File: config.mk
export PLATFORM = sky130hd
export DESIGN_NAME = txs_burst_arb
export DESIGN_NICKNAME = d
export VERILOG_FILES = /design/src/rtl/txs_burst_arb.sv
export SDC_FILE = /design/constraint.sdc
export NUM_CORES = 1
export LEC_CHECK = 0
export ABC_AREA = 1
export CAP_MARGIN = 25
export CORE_AREA = 5 5 282 284
export DETAILED_ROUTE_END_ITERATION = 10
export DIE_AREA = 0 0 287 289
export GPL_TIMING_DRIVEN = 0
export PLACE_DENSITY = 0.32
export SLEW_MARGIN = 5
export SYNTH_ARGS = -nofsm -noshare
export SYNTH_HDL_FRONTEND = slang
export SYNTH_SLANG_ARGS = --single-unit
File: constraint.sdc
create_clock -name clk125 -period 3.5 [get_ports clk125]
set_input_delay 0.525 -clock clk125 [delete_from_list [all_inputs] [get_ports clk125]]
set_output_delay 0.525 -clock clk125 [all_outputs]
set_load 0.02 [all_outputs]
File: src/rtl/txs_burst_arb.sv
// Round-robin burst arbiter driving an Avalon-MM burst write master for NREQ requesters.
// Define TXS_BURST_ARB_STATS_EN to enable the per-requester accepted-beat counters on beat_cnt.
module txs_burst_arb #(
  parameter int NREQ = 3,
  parameter int BMAX = 32
) (
  input  logic                 clk125,
  input  logic                 rst_n,
  input  logic                 enable,
  input  logic [NREQ-1:0]      req,
  input  logic [22*NREQ-1:0]   req_addr,
  input  logic [6*NREQ-1:0]    req_len,
  input  logic [128*NREQ-1:0]  req_data,
  output logic [NREQ-1:0]      beat_rd,
  output logic [NREQ-1:0]      grant,
  output logic [NREQ-1:0]      done,
  output logic [NREQ-1:0]      len_err,
  output logic                 txs_write,
  output logic [127:0]         txs_writedata,
  output logic [21:0]          txs_address,
  output logic [5:0]           txs_burstcount,
  input  logic                 txs_waitrequest,
  output logic                 busy,
  output logic [32*NREQ-1:0]   beat_cnt
);

  localparam int IW = (NREQ > 1) ? $clog2(NREQ) : 1;

  typedef enum logic {S_IDLE, S_BURST} state_t;

  state_t          r_state, w_state_nxt;
  logic [NREQ-1:0] r_grant, w_grant_nxt;
  logic [NREQ-1:0] r_len_err, w_len_err_nxt;
  logic            r_write, w_write_nxt;
  logic [21:0]     r_addr, w_addr_nxt;
  logic [5:0]      r_bcnt, w_bcnt_nxt;
  logic [5:0]      r_left, w_left_nxt;
  logic [IW-1:0]   r_cur, w_cur_nxt;
  logic [IW-1:0]   r_last, w_last_nxt;

  logic            w_sel_vld;
  logic [IW-1:0]   w_sel;
  logic [NREQ-1:0] w_sel_oh;
  logic [5:0]      w_sel_len;
  logic [21:0]     w_sel_addr;
  logic            w_len_ok;
  logic            w_accept;
  logic [127:0]    w_wdata;

  // Round-robin search: offsets 1..NREQ from the last owner, first pending request wins.
  always_comb begin
    w_sel_vld  = 1'b0;
    w_sel      = '0;
    w_sel_oh   = '0;
    w_sel_len  = '0;
    w_sel_addr = '0;
    for (int i = 1; i <= NREQ; i++) begin
      for (int j = 0; j < NREQ; j++) begin
        if (!w_sel_vld && req[j] && (j == (int'(r_last) + i) % NREQ)) begin
          w_sel_vld = 1'b1;
          w_sel     = IW'(j);
        end
      end
    end
    for (int j = 0; j < NREQ; j++) begin
      if (w_sel_vld && (w_sel == IW'(j))) begin
        w_sel_oh[j] = 1'b1;
        w_sel_len   = req_len[6*j +: 6];
        w_sel_addr  = req_addr[22*j +: 22];
      end
    end
  end

  assign w_len_ok = (w_sel_len != 6'd0) && ({26'd0, w_sel_len} <= 32'(BMAX));
  assign w_accept = r_write && !txs_waitrequest;

  always_comb begin
    w_wdata = '0;
    for (int j = 0; j < NREQ; j++) begin
      if (r_cur == IW'(j)) w_wdata = req_data[128*j +: 128];
    end
  end

  always_ff @(posedge clk125 or negedge rst_n) begin
    if (!rst_n) begin
      r_state   <= S_IDLE;
      r_grant   <= '0;
      r_len_err <= '0;
      r_write   <= 1'b0;
      r_addr    <= '0;
      r_bcnt    <= '0;
      r_left    <= '0;
      r_cur     <= '0;
      r_last    <= IW'(NREQ - 1);
    end else begin
      r_state   <= w_state_nxt;
      r_grant   <= w_grant_nxt;
      r_len_err <= w_len_err_nxt;
      r_write   <= w_write_nxt;
      r_addr    <= w_addr_nxt;
      r_bcnt    <= w_bcnt_nxt;
      r_left    <= w_left_nxt;
      r_cur     <= w_cur_nxt;
      r_last    <= w_last_nxt;
    end
  end

  always_comb begin
    w_state_nxt   = r_state;
    w_grant_nxt   = r_grant;
    w_len_err_nxt = '0;
    w_write_nxt   = r_write;
    w_addr_nxt    = r_addr;
    w_bcnt_nxt    = r_bcnt;
    w_left_nxt    = r_left;
    w_cur_nxt     = r_cur;
    w_last_nxt    = r_last;
    case (r_state)
      S_IDLE: begin
        if (enable && w_sel_vld) begin
          if (w_len_ok) begin
            w_state_nxt = S_BURST;
            w_grant_nxt = w_sel_oh;
            w_write_nxt = 1'b1;
            w_addr_nxt  = w_sel_addr;
            w_bcnt_nxt  = w_sel_len;
            w_left_nxt  = w_sel_len;
            w_cur_nxt   = w_sel;
          end else begin
            // Refused requester is skipped so the others are not starved by it.
            w_len_err_nxt = w_sel_oh;
            w_last_nxt    = w_sel;
          end
        end
      end
      S_BURST: begin
        if (w_accept) begin
          w_left_nxt = r_left - 6'd1;
          if (r_left == 6'd1) begin
            w_state_nxt = S_IDLE;
            w_write_nxt = 1'b0;
            w_grant_nxt = '0;
            w_last_nxt  = r_cur;
          end
        end
      end
      default: w_state_nxt = S_IDLE;
    endcase
  end

  // Pop and done strobes are qualified by waitrequest in the accepting cycle itself.
  assign beat_rd        = w_accept ? r_grant : '0;
  assign done           = (w_accept && (r_left == 6'd1)) ? r_grant : '0;
  assign grant          = r_grant;
  assign len_err        = r_len_err;
  assign txs_write      = r_write;
  assign txs_writedata  = w_wdata;
  assign txs_address    = r_addr;
  assign txs_burstcount = r_bcnt;
  assign busy           = (r_state == S_BURST);

`ifdef TXS_BURST_ARB_STATS_EN
  logic [31:0] r_beat_cnt [NREQ];

  always_ff @(posedge clk125 or negedge rst_n) begin
    if (!rst_n) begin
      for (int i = 0; i < NREQ; i++) r_beat_cnt[i] <= '0;
    end else begin
      for (int i = 0; i < NREQ; i++) begin
        if (beat_rd[i]) r_beat_cnt[i] <= r_beat_cnt[i] + 32'd1;
      end
    end
  end

  always_comb begin
    beat_cnt = '0;
    for (int i = 0; i < NREQ; i++) beat_cnt[32*i +: 32] = r_beat_cnt[i];
  end
`else
  assign beat_cnt = '0;
`endif

endmodule

== Word-level counts from Yosys, hierarchy flattened ==
Cells that the tools add are included.
Widths: inputs -> output; s select.

* Bits of input ports: 475
* Bits in registers: 46
* Word-level logic and storage cells: 135
* Output and inout port bits: 266

* Magnitude comparators: 1
* Divide/modulo/power cells: 3
* Eq/ne operators: 16
* Mux-type cells: 58
* Reduce and logical (&&, ||, !) cells: 43
* Add/subtract/negate cells: 4
* Bitwise gates (word level): 1

{| class="wikitable"
|+ Operators by type and width
! cell !! count
|-
| $mux 128 || 3
|-
| $eq 2x32->1 const A || 3
|-
| $eq 3x32->1 const A || 3
|-
| $logic_not 32->1 || 3
|-
| $mod 32x3->32 const B || 3
|-
| $mux 22 || 3
|-
| $mux 6 || 6
|-
| $mux 3 || 9
|-
| $logic_and 1x1->1 || 24
|-
| $mux 2 || 11
|-
| $mux 1 || 21
|-
| $pmux 6 s2 || 1
|-
| $logic_not 1->1 || 9
|-
| $reduce_and 4->1 || 2
|-
| $add 2x2->3 const B || 2
|-
| $eq 6x1->1 const B || 1
|-
| $le 6x6->1 const B || 1
|-
| $ne 2x2->1 const B || 3
|-
| $pmux 3 s2 || 1
|-
| $reduce_and 3->1 || 2
|-
| $reduce_bool 6->1 || 1
|-
| $sub 6x1->6 const B || 1
|-
| $eq 2x1->1 const B || 2
|-
| $eq 2x2->1 const B || 2
|-
| other kinds (6) || 9
|}

== Longest topological paths before layout ==
Gate-level depths: netlist of run 1.

* Depth in word-level cells: 47
* Depth in mapped cells: 22

== Worst setup path after synthesis of run 1 ==
No wires, ideal clock.

* Path type: flip-flop to flip-flop
* Start point: register r_last[1]
* End point: register r_left[0]
* Path buffers: 3
* Library setup time: 118 ps
* Path slack: 961 ps
* Arrival time: 2421 ps
* Stages on the path, launching flop included: 21
* Path through: dfstp_2 > ha_1 > nand2_1 > nand2_1 > inv_1 > nand2_1 > nor2_2 > nand4_1 > nand3_1 > nor2_2 > buf_4 > nand2_1 > nand3_2 > nor2_2 > nand3_1 > nand2_2 > nand4_2 > buf_6 > buf_6 > nand3_1 > nand2_1

* Cells in the longest elaborated chain, start to end: 46

{| class="wikitable"
|+ RTL lines
! element !! line !! text
|-
| from (decl) || 39 || <nowiki>logic [IW-1:0] r_last, w_last_nxt;</nowiki>
|-
| from (signal assigned) || 94 || <nowiki>r_last <= IW'(NREQ - 1);</nowiki>
|-
| from (signal assigned) || 104 || <nowiki>r_last <= w_last_nxt;</nowiki>
|-
| $add 2x1->3 || 59 || <nowiki>if (!w_sel_vld && req[j] && (j == (int'(r_last) + i) % NREQ)) begin</nowiki>
|-
| $mod 32x3->32 || 59 ||
|-
| $logic_not 32->1 || 59 ||
|-
| $logic_and 1x1->1 || 59 ||
|-
| $mux 1 || 59 ||
|-
| $logic_not 1->1 || 59 ||
|-
| $logic_and 1x1->1 (2 in a row) || 59 ||
|-
| $mux 1 || 59 ||
|-
| [27 not listed] || n/a ||
|-
| $mux 2 || 59 ||
|-
| $logic_not 2->1 || 66 || <nowiki>if (w_sel_vld && (w_sel == IW'(j))) begin</nowiki>
|-
| $logic_and 1x1->1 || 66 ||
|-
| $mux 6 (3 in a row) || 66 ||
|-
| $le 6x6->1 / $reduce_bool 6->1 (equally long branches) || 74 || <nowiki>assign w_len_ok = (w_sel_len != 6'd0) && ({26'd0, w_sel_len} <= 32'(BMAX));</nowiki>
|-
| $logic_and 1x1->1 || 74 ||
|-
| $ne 2x2->1 (no source line) || n/a ||
|-
| $reduce_and 3->1 (no source line) || n/a ||
|-
| to (signal assigned) || 102 || <nowiki>r_left <= w_left_nxt;</nowiki>
|-
| to (decl) || 37 || <nowiki>logic [5:0] r_left, w_left_nxt;</nowiki>
|}

Several ways; a longest one is shown, not always the timed one. The select of a mux whose other input is x is not followed.
A chain may end at the register's enable or synchronous reset.

== Worst setup path in the final report of run 1 ==
* Start point: register r_cur[1]
* End point: output port txs_writedata[84]

* Cells in the longest elaborated chain, start to end: 4

{| class="wikitable"
|+ RTL lines
! element !! line !! text
|-
| from (decl) || 38 || <nowiki>logic [IW-1:0] r_cur, w_cur_nxt;</nowiki>
|-
| from (signal assigned) || 103 || <nowiki>r_cur <= w_cur_nxt;</nowiki>
|-
| $logic_not 2->1 || 80 || <nowiki>if (r_cur == IW'(j)) w_wdata = req_data[128*j +: 128];</nowiki>
|-
| $mux 128 (2 in a row) || 80 ||
|-
| $mux 128 * || 80 ||
|-
| to (decl) || 19 || <nowiki>output logic [127:0] txs_writedata,</nowiki>
|}

Every way passes the cells marked *; elsewhere a longest branch is shown, timed or not.

==> results.sh, run 1 <==
export IMPL_wl_um=58300
export IMPL_drc=0
export IMPL_rsz0062_at_grt="false"
export IMPL_powerDensity_mw_per_mm2=770
export IMPL_cpLargestDelayFamily="buffers and inverters"
export IMPL_clock_path_buffers=2
export IMPL_initial_core_util_pct=7.42
export IMPL_grt_pass1_vias=9826
export IMPL_num_vias=9238
export IMPL_area_growth_pct=147
export IMPL_pin_count=741
export IMPL_status="complete, no violations"
export IMPL_wl_per_cell_um=20.8
export IMPL_numCtsBuffers=5
export IMPL_fp_row_count=102
export IMPL_place_congestion=0.844
export IMPL_dpl_cell_area_sq_mm=0.0138
export IMPL_placed_cells=2780
export IMPL_hold_worst_slack_ns=0.190
export IMPL_antenna_found_initial=34
export IMPL_power_uw=10800
export IMPL_slew_headroom_pct=57.3
export IMPL_power_leakage_uw=0.00610
export IMPL_htreeDepth=2
export IMPL_startpoint_type="flop"
export IMPL_tritoncts="done"
export IMPL_final_core_util_pct=18.3
export IMPL_cts_sinks=46
export IMPL_ys_flop_type="dfrtp_1"
export IMPL_crit_top_cell="clkbuf_2"
export IMPL_drv_slew=0
export IMPL_hold_violations=0
export IMPL_root_buffer="clkbuf_16"
export IMPL_die_y_um=289
export IMPL_synth_cell_area_sq_mm=0.00570
export IMPL_fin_crit_sh_pct=94.5
export IMPL_dieArea_sq_mm=0.0829
export IMPL_clk_latency_ns=0.30
export IMPL_p_comb_share_pct=87.0
export IMPL_grt_ovfl_total=0
export IMPL_arrival_ns=2.78
export IMPL_drt_initial_drc_count=269
export IMPL_ir_drop_mv=0.235
export IMPL_fill_cells=8887
export IMPL_die_w_um=287
export IMPL_track_usage_pct=13.1
export IMPL_max_stage_delay_ns=0.81
export IMPL_hp_class="primary input to asynchronous set/reset pin"
export IMPL_drt_first_pass_iters=5
export IMPL_power_frac_seq_pct=8.4
export IMPL_critPathRequiredTime_ns=2.97
export IMPL_grt_max_degree=29
export IMPL_cp_max_fo=10
export IMPL_p_sw_uw=6200
export IMPL_multi_input_area_sq_mm=0.00382
export IMPL_intPower_uw=4630
export IMPL_fmax_mhz=302
export IMPL_clkPwrFrac_pct=4.6
export IMPL_switching_share_pct=57.2
export IMPL_synth_async_reset_ratio_pct=100
export IMPL_fin_area_sq_mm=0.0141
export IMPL_path_buf_inv=5
export IMPL_clock_skew_ns=0.00860
export IMPL_fin_nets=2226
export IMPL_fin_cells=2798
export IMPL_synth_cell_type_count=30
export IMPL_syn_avg_cell_area_sq_um=5.71
export IMPL_worstPathCellList="inv_1 -> nor2_1 -> clkbuf_2 -> buf_6 -> clkbuf_2 -> nand2_1 -> nand3_1 -> clkdlybuf4s50_1"
export IMPL_grt_pass1_wl_um=77500
export IMPL_drt_antenna_violating_nets=0
export IMPL_slowest_stage="clkdlybuf4s50_1"
export IMPL_critPathKind="flop to output port"
export IMPL_holdBufCountCts=0
export IMPL_ys_seq_elements=46
export IMPL_coreArea_sq_mm=0.0768
export IMPL_yosysWarnings=0
export IMPL_syn_inst=998
export IMPL_cap_violations=0
export IMPL_tightest_slew_ns=0.641
export IMPL_register_area_sq_mm=0.00115
export IMPL_synth_edf_count=0
export IMPL_setup_viol=0
export IMPL_layout_drive_gt1_share_pct=10.0
export IMPL_via_per_inst=3.30
export IMPL_dp_hpwl_um=52600
export IMPL_fin_crit_ns=3.31
export IMPL_end_kind="output port"
export IMPL_path_clk_slew_ns=0.07
export IMPL_numPortBuffers=644
export IMPL_ys_seq_area_share_pct=20.2
==> cell usage after synthesis (all sizes together), types with 4 or more instances <==
cell type	instances	area share [%]
a21oi	26	2.3
a22o	22	3.4
buf	109	14
clkbuf	47	3.1
dfrtp	45	20
ha	4	0.88
inv	22	1.4
nand2	486	32
nand3	160	14
nand4	6	0.77
nor2	27	1.9
o21ai	36	4.3
==> power by group through the flow <==
stage	clock network, uW	logic, uW	registers [uW]
after floorplan	0	4350	1100
after global placement	0	9670	926
after detailed placement	0	9700	926
after CTS	526	9740	919
after global routing	538	10200	945
final	497	9420	913
==> through the flow <==
stage,setup TNS [ns],setup slack [ns]
final,0,0.193
after global routing,0,0.00536
after CTS,0,0.00162
after detailed placement,-3.96,-0.366
after global placement,-10.13,-0.784
after floorplan,0,0.961
==> cell families (layout without fill, tap and decap cells) <==
kind of cell	count (synthesis)	after routing	share of synthesized area (%)
buffers and inverters	179	834	19.1
adder cells (fa/ha/maj)	4	4	0.878
AO/OA/AOI/OAI	85	85	10.1
XOR/XNOR	2	2	0.307
other	1	106	0.0658
flip-flops	46	46	20.2
AND/OR/NAND/NOR	681	681	49.3
==> cell usage in the layout (no fill, tap or decap), types with 2 or more instances in the layout <==
master           count
buf_1                2
nand4_1              5
buf_6                7
dfrtp_1             45
buf_4               98
inv_1               22
o21ai_0             11
nand3_1            156
nor2_1              24
clkbuf_16            5
a22o_1              22
o21ai_2             17
clkbuf_1            21
dlygate4sd2_1        4
nor2_2               3
dlymetal6s2s_1       5
o21ai_1              8
conb_1              96
nand3_2              4
buf_2                5
a21oi_1             25
clkdlybuf4s50_1    632
clkbuf_2            25
ha_1                 4
diode_2             10
nand2_1            485
==> cell type report <==
type	count	share of cell area, %
multi-input combinational	868	27.2
inverter	23	0.614
buffer	156	7.39
timing repair buffer	647	46.2
clock inverter	2	0.0979
sequential	46	8.19
tap	1040	9.25
antenna	10	0.178
clock buffer	6	0.916
==> registers in the layout, indices dropped and copies added, names as in the netlist <==
register and flops:
txs_address 22, r_left 6, txs_burstcount 6, grant 3, len_err 3, r_cur 2
r_last 2, busy 1, txs_write 1
==> worst reg2reg max path, delay by kind of cell (launching register included) <==
family | cells | cell delay (ns)
and+or+nand+nor | 13 | 1.47
DFF | 1 | 0.55
buffers and inverters | 3 | 0.43
adders and majority gates | 1 | 0.28
AOI/OAI and AO/OA | 1 | 0.26
==> per-layer routing <==
metal	routed length [um]	GRT usage [%]	up-vias
met4	1520	3.45	44
met1	21300	13.7	4133
li1	-	-	4534
met5	315	0	-
met3	6050	6.11	74
met2	29100	23.7	453
==> repair_timing <==
action,CTS,global route
setup endpoints to repair,121,30
gates cloned,0,0
resized for setup,32,18
endpoints found under the hold margin,0,0
buffers inserted,0,0
==> worst paths after layout <==
path	from	end	slack (ns)	depth (start not counted)
min in group clk125	r_last[1]	r_last[1]	0.48	2
hold reg to reg	r_last[1]	r_last[1]	0.48	2
setup reg to reg	r_last[1]	r_left[4]	0.39	18
hold / removal	rst_n	grant[0]	0.19	1
max in group asynchronous	rst_n	r_last[1]	2.71	2
setup / recovery	r_cur[1]	txs_writedata[84]	0.19	8
Power figures use the tool's default switching activity.
==> run 2: changes to the inputs <==
- HOLD_SLACK_MARGIN: not set -> 0.08
==> results of run 2 <==
No change in the layout: final DEF, timing and power equal those of run 1.
